<file path="src/rtl/snes_joy_pkg.sv">
// Shared types for the SNES controller-port master: FSM state, pad word width.
package snes_joy_pkg;

  localparam int JOY_BITS = 16;

  typedef logic [JOY_BITS-1:0] joy_word_t;

  typedef enum logic [1:0] {
    IDLE,
    LATCH,
    BIT_LO,
    BIT_HI
  } joy_state_t;

  // Pads report the first-shifted button in the MSB once all bits are in.
  function automatic joy_word_t shift_in(input joy_word_t w, input logic b);
    return {w[JOY_BITS-2:0], b};
  endfunction

endpackage

</file>
<file path="src/rtl/joy_autoread_if.sv">
// CPU register strobes plus the two controller-port lines, seen from either side.
interface joy_autoread_if;
  import snes_joy_pkg::*;

  logic       AUTO_EN;
  logic       VBLANK_START;
  logic       WRIO7;
  logic       LATCH_WR;
  logic       LATCH_D;
  logic       RD4016;
  logic       RD4017;
  logic [1:0] P1_DO;
  logic [1:0] P2_DO;

  logic       PORT_LATCH;
  logic       P1_CLK;
  logic       P2_CLK;
  logic       PORT_P6;
  logic [1:0] RD_DATA1;
  logic [1:0] RD_DATA2;
  joy_word_t  JOY1;
  joy_word_t  JOY2;
  joy_word_t  JOY3;
  joy_word_t  JOY4;
  logic       BUSY;

  modport master (
    input  AUTO_EN, VBLANK_START, WRIO7, LATCH_WR, LATCH_D, RD4016, RD4017,
    input  P1_DO, P2_DO,
    output PORT_LATCH, P1_CLK, P2_CLK, PORT_P6, RD_DATA1, RD_DATA2,
    output JOY1, JOY2, JOY3, JOY4, BUSY
  );

  modport slave (
    output AUTO_EN, VBLANK_START, WRIO7, LATCH_WR, LATCH_D, RD4016, RD4017,
    output P1_DO, P2_DO,
    input  PORT_LATCH, P1_CLK, P2_CLK, PORT_P6, RD_DATA1, RD_DATA2,
    input  JOY1, JOY2, JOY3, JOY4, BUSY
  );

endinterface

</file>
<file path="src/rtl/joy_ctr.sv">
// CE-gated down-counter: load wins over counting, holds at zero, flags zero.
module joy_ctr #(
  parameter int W = 8
) (
  input  logic         CLK,
  input  logic         RST,
  input  logic         ce,
  input  logic         load,
  input  logic [W-1:0] load_val,
  output logic         zero
);

  logic [W-1:0] cnt;

  // NOTE: sequential state uses <= so every flop samples pre-edge values.
  always_ff @(posedge CLK or posedge RST) begin
    if (RST) begin
      cnt <= '0;
    end else if (load) begin
      cnt <= load_val;
    end else if (ce && (cnt != '0)) begin
      cnt <= cnt - W'(1);
    end
  end

  assign zero = (cnt == '0);

endmodule

</file>
<file path="src/rtl/joy_autoread.sv">
// SNES controller-port master: VBlank auto-joypad read plus manual $4016/$4017 access.
module joy_autoread
  import snes_joy_pkg::*;
#(
  parameter int LATCH_CYC   = 256,
  parameter int HALF_CYC    = 128,
  parameter int MAN_CLK_CYC = 4
) (
  input  logic           CLK,
  input  logic           RST,
  input  logic           CE,
  joy_autoread_if.master bus
);

  localparam int TMR_W = $clog2(((LATCH_CYC > HALF_CYC) ? LATCH_CYC : HALF_CYC) + 1);
  localparam int MAN_W = $clog2(MAN_CLK_CYC + 1);
  localparam int CNT_W = $clog2(JOY_BITS);

  // Timers are loaded with N-1 so a phase spans exactly N CE ticks.
  localparam logic [TMR_W-1:0] LATCH_LD = TMR_W'(LATCH_CYC - 1);
  localparam logic [TMR_W-1:0] HALF_LD  = TMR_W'(HALF_CYC - 1);
  localparam logic [MAN_W-1:0] MAN_LD   = MAN_W'(MAN_CLK_CYC - 1);
  localparam logic [CNT_W-1:0] LAST_BIT = CNT_W'(JOY_BITS - 1);

  joy_state_t       state, state_nxt;
  logic [CNT_W-1:0] bit_cnt;
  logic             tmr_load, tmr_zero, start, shift_en, cnt_inc;
  logic [TMR_W-1:0] tmr_val;
  logic             busy, man_latch;
  logic             man1_active, man2_active, man1_load, man2_load, man1_zero, man2_zero;
  joy_word_t        joy1, joy2, joy3, joy4;
  logic [1:0]       rd_data1, rd_data2;

  joy_ctr #(.W(TMR_W)) u_phase (
    .CLK(CLK), .RST(RST), .ce(CE), .load(tmr_load), .load_val(tmr_val), .zero(tmr_zero)
  );

  // NOTE: every always_comb output gets a default first, so no path infers a latch.
  always_comb begin
    state_nxt = state;
    tmr_load  = 1'b0;
    tmr_val   = '0;
    start     = 1'b0;
    shift_en  = 1'b0;
    cnt_inc   = 1'b0;
    unique case (state)
      IDLE: if (bus.VBLANK_START && bus.AUTO_EN) begin
        state_nxt = LATCH;
        tmr_load  = 1'b1;
        tmr_val   = LATCH_LD;
        start     = 1'b1;
      end
      LATCH: if (CE && tmr_zero) begin
        state_nxt = BIT_LO;
        tmr_load  = 1'b1;
        tmr_val   = HALF_LD;
        shift_en  = 1'b1;
      end
      BIT_LO: if (CE && tmr_zero) begin
        state_nxt = BIT_HI;
        tmr_load  = 1'b1;
        tmr_val   = HALF_LD;
      end
      BIT_HI: if (CE && tmr_zero) begin
        if (bit_cnt == LAST_BIT) begin
          state_nxt = IDLE;
        end else begin
          state_nxt = BIT_LO;
          tmr_load  = 1'b1;
          tmr_val   = HALF_LD;
          shift_en  = 1'b1;
          cnt_inc   = 1'b1;
        end
      end
      default: state_nxt = IDLE;
    endcase
  end

  always_ff @(posedge CLK or posedge RST) begin
    if (RST) begin
      state   <= IDLE;
      bit_cnt <= '0;
      joy1    <= '0;
      joy2    <= '0;
      joy3    <= '0;
      joy4    <= '0;
    end else begin
      state <= state_nxt;
      if (start) begin
        bit_cnt <= '0;
        joy1    <= '0;
        joy2    <= '0;
        joy3    <= '0;
        joy4    <= '0;
      end else begin
        if (cnt_inc) bit_cnt <= bit_cnt + CNT_W'(1);
        if (shift_en) begin
          joy1 <= shift_in(joy1, ~bus.P1_DO[0]);
          joy2 <= shift_in(joy2, ~bus.P2_DO[0]);
          joy3 <= shift_in(joy3, ~bus.P1_DO[1]);
          joy4 <= shift_in(joy4, ~bus.P2_DO[1]);
        end
      end
    end
  end

  assign busy = (state != IDLE);

  // Manual strobes always capture; the clock pulse is withheld while the auto-read owns the lines.
  assign man1_load = bus.RD4016 && !busy;
  assign man2_load = bus.RD4017 && !busy;

  joy_ctr #(.W(MAN_W)) u_man1 (
    .CLK(CLK), .RST(RST), .ce(CE), .load(man1_load), .load_val(MAN_LD), .zero(man1_zero)
  );

  joy_ctr #(.W(MAN_W)) u_man2 (
    .CLK(CLK), .RST(RST), .ce(CE), .load(man2_load), .load_val(MAN_LD), .zero(man2_zero)
  );

  always_ff @(posedge CLK or posedge RST) begin
    if (RST) begin
      man_latch   <= 1'b0;
      rd_data1    <= '0;
      rd_data2    <= '0;
      man1_active <= 1'b0;
      man2_active <= 1'b0;
    end else begin
      if (bus.LATCH_WR) man_latch <= bus.LATCH_D;
      if (bus.RD4016)   rd_data1  <= ~bus.P1_DO;
      if (bus.RD4017)   rd_data2  <= ~bus.P2_DO;

      if (man1_load)               man1_active <= 1'b1;
      else if (CE && man1_zero)    man1_active <= 1'b0;

      if (man2_load)               man2_active <= 1'b1;
      else if (CE && man2_zero)    man2_active <= 1'b0;
    end
  end

  assign bus.PORT_LATCH = (state == LATCH) || man_latch;
  assign bus.P1_CLK     = !((state == BIT_LO) || man1_active);
  assign bus.P2_CLK     = !((state == BIT_LO) || man2_active);
  assign bus.PORT_P6    = bus.WRIO7;
  assign bus.RD_DATA1   = rd_data1;
  assign bus.RD_DATA2   = rd_data2;
  assign bus.JOY1       = joy1;
  assign bus.JOY2       = joy2;
  assign bus.JOY3       = joy3;
  assign bus.JOY4       = joy4;
  assign bus.BUSY       = busy;

endmodule
</file>
<file path="src/flat_wrapper.sv">
// flat-port wrapper written by rule: the top's interface ports become plain ports
module joy_autoread_flat import snes_joy_pkg::*;
#(
  parameter int LATCH_CYC   = 256,
  parameter int HALF_CYC    = 128,
  parameter int MAN_CLK_CYC = 4
)
  (CLK, RST, CE, bus_AUTO_EN, bus_VBLANK_START, bus_WRIO7, bus_LATCH_WR, bus_LATCH_D, bus_RD4016, bus_RD4017, bus_P1_DO, bus_P2_DO, bus_PORT_LATCH, bus_P1_CLK, bus_P2_CLK, bus_PORT_P6, bus_RD_DATA1, bus_RD_DATA2, bus_JOY1, bus_JOY2, bus_JOY3, bus_JOY4, bus_BUSY);
  joy_autoread_if bus_i ();
  input  logic CLK;
  input  logic RST;
  input  logic CE;
  input wire logic [$bits(bus_i.AUTO_EN)-1:0] bus_AUTO_EN;
  input wire logic [$bits(bus_i.VBLANK_START)-1:0] bus_VBLANK_START;
  input wire logic [$bits(bus_i.WRIO7)-1:0] bus_WRIO7;
  input wire logic [$bits(bus_i.LATCH_WR)-1:0] bus_LATCH_WR;
  input wire logic [$bits(bus_i.LATCH_D)-1:0] bus_LATCH_D;
  input wire logic [$bits(bus_i.RD4016)-1:0] bus_RD4016;
  input wire logic [$bits(bus_i.RD4017)-1:0] bus_RD4017;
  input wire logic [$bits(bus_i.P1_DO)-1:0] bus_P1_DO;
  input wire logic [$bits(bus_i.P2_DO)-1:0] bus_P2_DO;
  output wire logic [$bits(bus_i.PORT_LATCH)-1:0] bus_PORT_LATCH;
  output wire logic [$bits(bus_i.P1_CLK)-1:0] bus_P1_CLK;
  output wire logic [$bits(bus_i.P2_CLK)-1:0] bus_P2_CLK;
  output wire logic [$bits(bus_i.PORT_P6)-1:0] bus_PORT_P6;
  output wire logic [$bits(bus_i.RD_DATA1)-1:0] bus_RD_DATA1;
  output wire logic [$bits(bus_i.RD_DATA2)-1:0] bus_RD_DATA2;
  output wire logic [$bits(bus_i.JOY1)-1:0] bus_JOY1;
  output wire logic [$bits(bus_i.JOY2)-1:0] bus_JOY2;
  output wire logic [$bits(bus_i.JOY3)-1:0] bus_JOY3;
  output wire logic [$bits(bus_i.JOY4)-1:0] bus_JOY4;
  output wire logic [$bits(bus_i.BUSY)-1:0] bus_BUSY;
  assign bus_i.AUTO_EN = bus_AUTO_EN;
  assign bus_i.VBLANK_START = bus_VBLANK_START;
  assign bus_i.WRIO7 = bus_WRIO7;
  assign bus_i.LATCH_WR = bus_LATCH_WR;
  assign bus_i.LATCH_D = bus_LATCH_D;
  assign bus_i.RD4016 = bus_RD4016;
  assign bus_i.RD4017 = bus_RD4017;
  assign bus_i.P1_DO = bus_P1_DO;
  assign bus_i.P2_DO = bus_P2_DO;
  assign bus_PORT_LATCH = bus_i.PORT_LATCH;
  assign bus_P1_CLK = bus_i.P1_CLK;
  assign bus_P2_CLK = bus_i.P2_CLK;
  assign bus_PORT_P6 = bus_i.PORT_P6;
  assign bus_RD_DATA1 = bus_i.RD_DATA1;
  assign bus_RD_DATA2 = bus_i.RD_DATA2;
  assign bus_JOY1 = bus_i.JOY1;
  assign bus_JOY2 = bus_i.JOY2;
  assign bus_JOY3 = bus_i.JOY3;
  assign bus_JOY4 = bus_i.JOY4;
  assign bus_BUSY = bus_i.BUSY;
  joy_autoread #(.LATCH_CYC(LATCH_CYC), .HALF_CYC(HALF_CYC), .MAN_CLK_CYC(MAN_CLK_CYC)) u_core (.CLK(CLK), .RST(RST), .CE(CE), .bus(bus_i));
endmodule
</file>
<file path="config.mk">
export PLATFORM = sky130hd
export DESIGN_NAME = joy_autoread_flat
export DESIGN_NICKNAME = d
export VERILOG_FILES = /design/src/rtl/snes_joy_pkg.sv /design/src/rtl/joy_autoread_if.sv /design/src/rtl/joy_ctr.sv /design/src/rtl/joy_autoread.sv /design/src/flat_wrapper.sv
export SDC_FILE = /design/constraint.sdc
export NUM_CORES = 1
export LEC_CHECK = 0
export CORE_MARGIN = 4
export CORE_UTILIZATION = 35
export CTS_BUF_LIST = sky130_fd_sc_hd__clkbuf_4 sky130_fd_sc_hd__clkbuf_8 sky130_fd_sc_hd__clkbuf_16
export DETAILED_ROUTE_END_ITERATION = 16
export HOLD_SLACK_MARGIN = 0.05
export PLACE_DENSITY = 0.7
export SYNTH_ARGS = -nofsm -noshare
export SYNTH_HDL_FRONTEND = slang
export SYNTH_HIERARCHICAL = 1
export SYNTH_SLANG_ARGS = --single-unit
export TNS_END_PERCENT = 10
</file>
<file path="constraint.sdc">
create_clock -name CLK -period 6.7 [get_ports CLK]
set_input_delay 1.34 -clock CLK [delete_from_list [all_inputs] [get_ports CLK]]
set_output_delay 1.34 -clock CLK [all_outputs]
set_load 0.005 [all_outputs]
</file>
-- Word level (Yosys, flattened, before mapping)
Index checks and enable logic that the tools add are counted.
- shifts and indexed selects: 0
- multiplexer cells: 39
- add/sub/neg operators: 4
- eq/ne operators: 8
- $lt $le $gt $ge: 0
- multipliers: 0
- bitwise logic cells: 6
- div/mod/pow operators: 0
- reductions and logical operators: 32
- operator list (operator ; count):
    2-to-1 mux 16 bit ; 8
    2-to-1 mux 9 bit ; 3
    case mux 9 bit (3 select lines) ; 1
    nonzero test 2 bit ; 8
    2-to-1 mux 7 bit ; 2
    2-to-1 mux 3 bit ; 4
    2-to-1 mux 1 bit ; 10
    2-to-1 mux 2 bit ; 5
    logical AND 1 bit ; 9
    logical NOT 9 bit ; 1
    nonzero test 9 bit ; 1
    subtractor 9 x 1 -> 9 bit (second input constant) ; 1
    2-to-1 mux 4 bit ; 2
    2-to-1 mux 8 bit ; 1
    != test 2 x 1 -> 1 bit (second input constant) ; 4
    case mux 2 bit (4 select lines) ; 1
    logical NOT 3 bit ; 2
    nonzero test 3 bit ; 2
    subtractor 3 x 1 -> 3 bit (second input constant) ; 2
    adder 4 x 1 -> 4 bit (second input constant) ; 1
    == test 2 bit (second input constant) ; 2
    == test 4 bit (second input constant) ; 1
    inverter 1 bit ; 4
    inverter 2 bit ; 2
    other kinds (8) ; 12
- bits in writable memories: 0
- bits of input ports: 14
- bits in latches: 0
- output and inout port bits: 73
- ROM bits: 0
- logic and storage cells: 103
- memories: 0
- register bits: 92

-- Logic depth before layout (Yosys ltp)
- depth in word-level cells: 6
- depth in mapped cells: 12
- depth with buffers taken out: 9

-- Modules after synthesis
The synthesis kept the hierarchy.
- by module, submodules not included (module ; cells each ; sequential area each (µm²) ; times used ; area an instance (µm²)):
    joy_autoread ; 289 ; 1926.8 ; 1 ; 3330.7
    joy_ctr (u_core.u_phase) ; 69 ; 225.2 ; 1 ; 596.8
    joy_ctr (u_core.u_man1 ...) ; 20 ; 75.1 ; 2 ; 193.9

-- Least setup slack after synthesis
No wires, ideal clock.
- path type: register to register
- from: register u_core.u_phase.cnt[0]
- to: register u_core.u_phase.cnt[6]
- slack: 3.616 ns
- data arrival time: 2.954 ns
- data required time: 6.571 ns
- library setup time: 0.129 ns
- clock period less this slack: 3.084 ns
- cell stages (with the launch flop): 13
- path buffers: 3
- path through: dfrtp_1 -> inv_1 -> ha_1 -> or4b_1 -> clkbuf_1 -> nor2_1 -> nand2_1 -> o31ai_1 -> clkbuf_1 -> buf_1 -> nor2_1 -> o2111ai_1 -> nand3_1
- word-level cells in the longest chain between the ends: 5
- elaborated cells between the ends (all ways): 14
- classes of those cells: 1 x add/sub; 8 x mux; 5 x reduce/logical
- RTL lines (element ; RTL line ; source):
    start, declared ; joy_ctr.sv:13 ; logic [W-1:0] cnt;
    start signal, assigned ; joy_ctr.sv:20 ; cnt <= load_val;
    start signal, assigned ; joy_ctr.sv:22 ; cnt <= cnt - W'(1);
    logical NOT 9 bit (*) ; joy_ctr.sv:26 ; assign zero = (cnt == '0);
    via u_core.tmr_zero ; joy_autoread.sv:27 ; logic tmr_load, tmr_zero, start, shift_en, cnt_inc;
    logical AND 1 bit (*) ; joy_autoread.sv:53, joy_autoread.sv:59, joy_autoread.sv:64 ;
    2-to-1 mux 1 bit (on tied branches) ; joy_autoread.sv:64, joy_autoread.sv:53, joy_autoread.sv:59 ;
    case mux 1 bit (3 select lines) (*) ; joy_autoread.sv:46 ; unique case (state)
    via u_core.tmr_load ; joy_autoread.sv:27 ;
    2-to-1 mux 9 bit or nonzero test 2 bit (tied branches) ; -- ;
The timed path passes the listed nets; every way through them passes the cells marked *. The select of a mux whose other input is x is not followed.
A chain may end at the register's enable or synchronous reset.

-- Worst setup path after layout
- from: input port CE
- to: register u_core.joy3[6], in the netlist u_core/bus.JOY3[6]
- word-level cells in the longest chain between the ends: 4
- elaborated cells between the ends (all ways): 5
- classes of those cells: 3 x mux; 2 x reduce/logical
- RTL lines (element ; RTL line ; source):
    start, declared ; flat_wrapper.sv:12 ; input logic CE;
    logical AND 1 bit (*) ; joy_autoread.sv:53, joy_autoread.sv:64 ;
    2-to-1 mux 1 bit (on tied branches) ; joy_autoread.sv:64, joy_autoread.sv:53 ;
    case mux 1 bit (2 select lines) (*) ; joy_autoread.sv:46 ;
    nonzero test 2 bit (no line) (*) ; -- ;
    end signal, assigned ; joy_autoread.sv:100 ; joy3 <= shift_in(joy3, ~bus.P1_DO[1]);
    end, declared ; joy_autoread.sv:31 ; joy_word_t joy1, joy2, joy3, joy4;
Mark *: on every way between the ends. The rest lies on a longest branch, timed or not.

==> flow_summary_export.csv <==
group,metric,value,unit
pwr,power.switching,454,µW
worst_setup_path,path_max_fanout,59,
floorplan,core,12100,µm²
placement,placed_cells,638,
pwr,switching_share,29.1,%
grt,gr-total-overflow,0,
worst_hold_path,hp-class,"reg2reg",
synthesis,synth_top_area_share,53.3,%
clock_network,h-tree-depth,3,
worst_setup_path,worstSetupEndpointType,"register",
status,status,"completed",
clock_network,numCtsBuffers,9,
floorplan,io_pins,87,
pwr,p_leak,2.80,nW
flow_run,drv_cap,0,
routing,via_per_inst,4.91,
floorplan,dieWidth,119,µm
sta,final_max_slew_viol_count,0,
routing,antenna_left,0,
worst_setup_path,required,6.95,ns
worst_setup_path,start_kind,"input pin",
sta,worst_slew_pin_slew,0.991,ns
clock_network,cts_buffer_depth,2,
final_layout,final_common_cell,"dfrtp_1",
placement,place_ws,2.92,ns
final_layout,stdcell_count,653,
grt,grt_usage,14.0,%
worst_setup_path,regToRegSetupSlack,3.89,ns
routing,drc_errors,0,
grt,grt_pass1_wl,16.1,mm
synthesis,synth_cells,398,
synthesis,synth_top_family_by_area,"simple AND/OR/NAND/NOR gates",
final_layout,syn_to_final_growth,30.5,%
synthesis,ys_top_cells_by_area,"dfrtp_1, mux2i_1, nand2_1",
routing,drt_iter0_drc,268,
final_layout,layout_common_cells,"dfrtp_1, clkdlybuf4s50_1, nand2_1",
synthesis,yosys.area_share.simple,15.5,%
clock_network,root_buffer,"clkbuf_16",
sta,fmax,291,MHz
final_layout,nNetsFinal,505,
grt,first_global_vias,3274,
clock_network,cts_num_sinks,92,
final_layout,fillers,1123,
grt,grt_max_degree,72,
synthesis,synth_enable_flop_cells,0,
clock_network,clk_pin_slew,0.07,ns
routing,drt_first_pass_iters,4,
pwr,ir_drop,162,µV
synthesis,synth_seq_area_share,53.3,%
sta,setup_tns,0,ns
pwr,seqPwrFrac,42.6,%
worst_setup_path,crit-reg2reg-launch,"u_core/u_phase/cnt[0]",
synthesis,synthAdderAreaFrac,2.90,%
synthesis,synth_largest_area_cell,"dfrtp_1",
pwr,combPwrFrac,22.6,%
synthesis,yosys.area_share.xor_xnor,0,%
synthesis,netlist_area,4320,µm²
clock_network,post-cts-setup-buffers,0,
sta,rsz0062_at_grt,"no",
synthesis,synth_compound_area_share,8.21,%
routing,routed_wl,9.63,mm
pwr,pwr-share-clk,34.8,%
sta,hold_violations,0,
placement,hpwl,6.75,mm
placement,port_buffers,84,
sta,setup_ws,3.27,ns
synthesis,yosysWarnings,6,
grt,antenna_found_initial,0,
sta,setup_viol,0,
synthesis,synth_seq_cells,92,
clock_network,cts_resized,0,
synthesis,ys_types,46,
floorplan,die-area,14200,µm²
clock_network,cts_tree,"done",
synthesis,async_flop_share,100,%
final_layout,drive_above_1_share,6.39,%
pwr,powerDensity,278,nW/µm²
floorplan,start_util,35.8,%
synthesis,muxShareOfSynthArea,15.1,%
worst_setup_path,crit_type,"in2reg",
routing,num_vias,3203,
worst_setup_path,crit_path_start,"CE",
worst_setup_path,cp_data_arrival_time,3.68,ns
sta,skew,0.00830,ns
final_layout,num_antenna_cells,0,
synthesis,synth_flop_cell,"dfrtp_1",
synthesis,postSynthAreaPerCell,10.8,µm²
clock_network,postCtsHoldBufs,0,
sta,slew_headroom,34.0,%
sta,period_minus_slack,3.43,ns
worst_hold_path,min_from,"u_core/man1_active",
pwr,p_int,1.11,mW
routing,wl_per_cell,14.7,µm
sta,finalCritPeriodShare,51.2,%
floorplan,die_h,119,µm
placement,gp_congestion,0.787,
clock_network,clk_latency,0.34,ns
floorplan,fp-row-count,40,
-- final cells by class --
cell class                      instances  area [µm²]  area share (%)
Tap cell                              168         210            3.73
Multi-Input combinational cell        269        1850            32.8
Inverter                               21        80.1            1.42
Timing Repair Buffer                   88         871            15.5
Clock buffer                            9         225            4.00
Clock inverter                          6        96.3            1.71
Sequential cell                        92        2300            40.9
-- kinds of logic (layout without fill, tap and decap cells) --
logic type      Yosys count  in the layout
simple gates            137            137
flops                    92             92
mux                      65             65
compound gates           50             50
buf+inv                  42            124
fa+ha+maj                10             10
other cells               2              7
-- Yosys cell counts, types with 3 or more instances --
| library cell | number |
|---|---|
| nand3_1 | 9 |
| or4b_1 | 7 |
| o31ai_1 | 3 |
| nand2b_1 | 6 |
| or3_1 | 3 |
| a2bb2oi_1 | 3 |
| o311ai_0 | 4 |
| buf_6 | 3 |
| a22oi_1 | 3 |
| buf_2 | 4 |
| buf_4 | 6 |
| nor3b_1 | 3 |
| mux2i_1 | 64 |
| nand2_1 | 78 |
| ha_1 | 10 |
| o211ai_1 | 4 |
| a21oi_1 | 11 |
| nor2_1 | 12 |
| clkbuf_1 | 7 |
| or4_1 | 5 |
| dfrtp_1 | 92 |
| nor2b_1 | 4 |
| inv_1 | 20 |
| o21ai_0 | 6 |
-- state kept, by name (all words and copies together), names as in the netlist, 3 cells and up --
register / count
u_core/bus.JOY1: 16
u_core/u_man1/cnt: 3
u_core/bus.JOY4: 16
u_core/u_phase/cnt: 9
u_core/bus.JOY2: 16
u_core/bit_cnt: 4
u_core/u_man2/cnt: 3
u_core/bus.JOY3: 16
-- worst max-delay path: stages --
cell and delay, ns:
clkdlybuf4s50_1 0.71, and3_1 0.38, a21boi_4 0.15, buf_4 0.77, mux2i_1 0.28
-- worst paths after layout --
check                      cells after the start                    end
min reg2reg                                    1     u_core/man1_active
max in group asynchronous                      3     u_core/bus.JOY1[3]
max reg2reg                                   10  u_core/u_phase/cnt[4]
min                                            1     u_core/man1_active
max                                            5     u_core/bus.JOY3[6]
min in group asynchronous                      2   u_core/u_man2/cnt[2]
-- power groups by stage --
stage                     Clock, mW  Sequential, mW  Combinational (mW)
after floorplan                   0           0.662               0.250
after global placement            0           0.671               0.336
after detailed placement          0           0.673               0.357
after CTS                     0.560           0.665               0.357
after global routing          0.586           0.676               0.404
final                         0.543           0.666               0.353
-- routing by layer --
metal  vias to the layer above  part of all wire [%]  wire [µm]  GRT usage [%]
met1                      1539                    44       4240           17.9
met4                         0                   1.5        149           4.78
met5                         -                     0          0              0
li1                       1552                     -          -              -
met3                        13                   6.5        623           4.70
met2                        99                    48       4610           22.5
-- per-stage QoR --
step | util [%] | area, µm² | power (mW) | hold WS [ns]
global placement | 44.0 | 5310 | 1.01 | 0.463
finish | 46.7 | 5630 | 1.56 | 0.481
CTS | 46.7 | 5630 | 1.58 | 0.484
floorplan | - | 4330 | 0.912 | 0.450
global route | 46.7 | 5630 | 1.67 | 0.496
detailed placement | 44.0 | 5310 | 1.03 | 0.468
(Power assumes the default switching activity.)
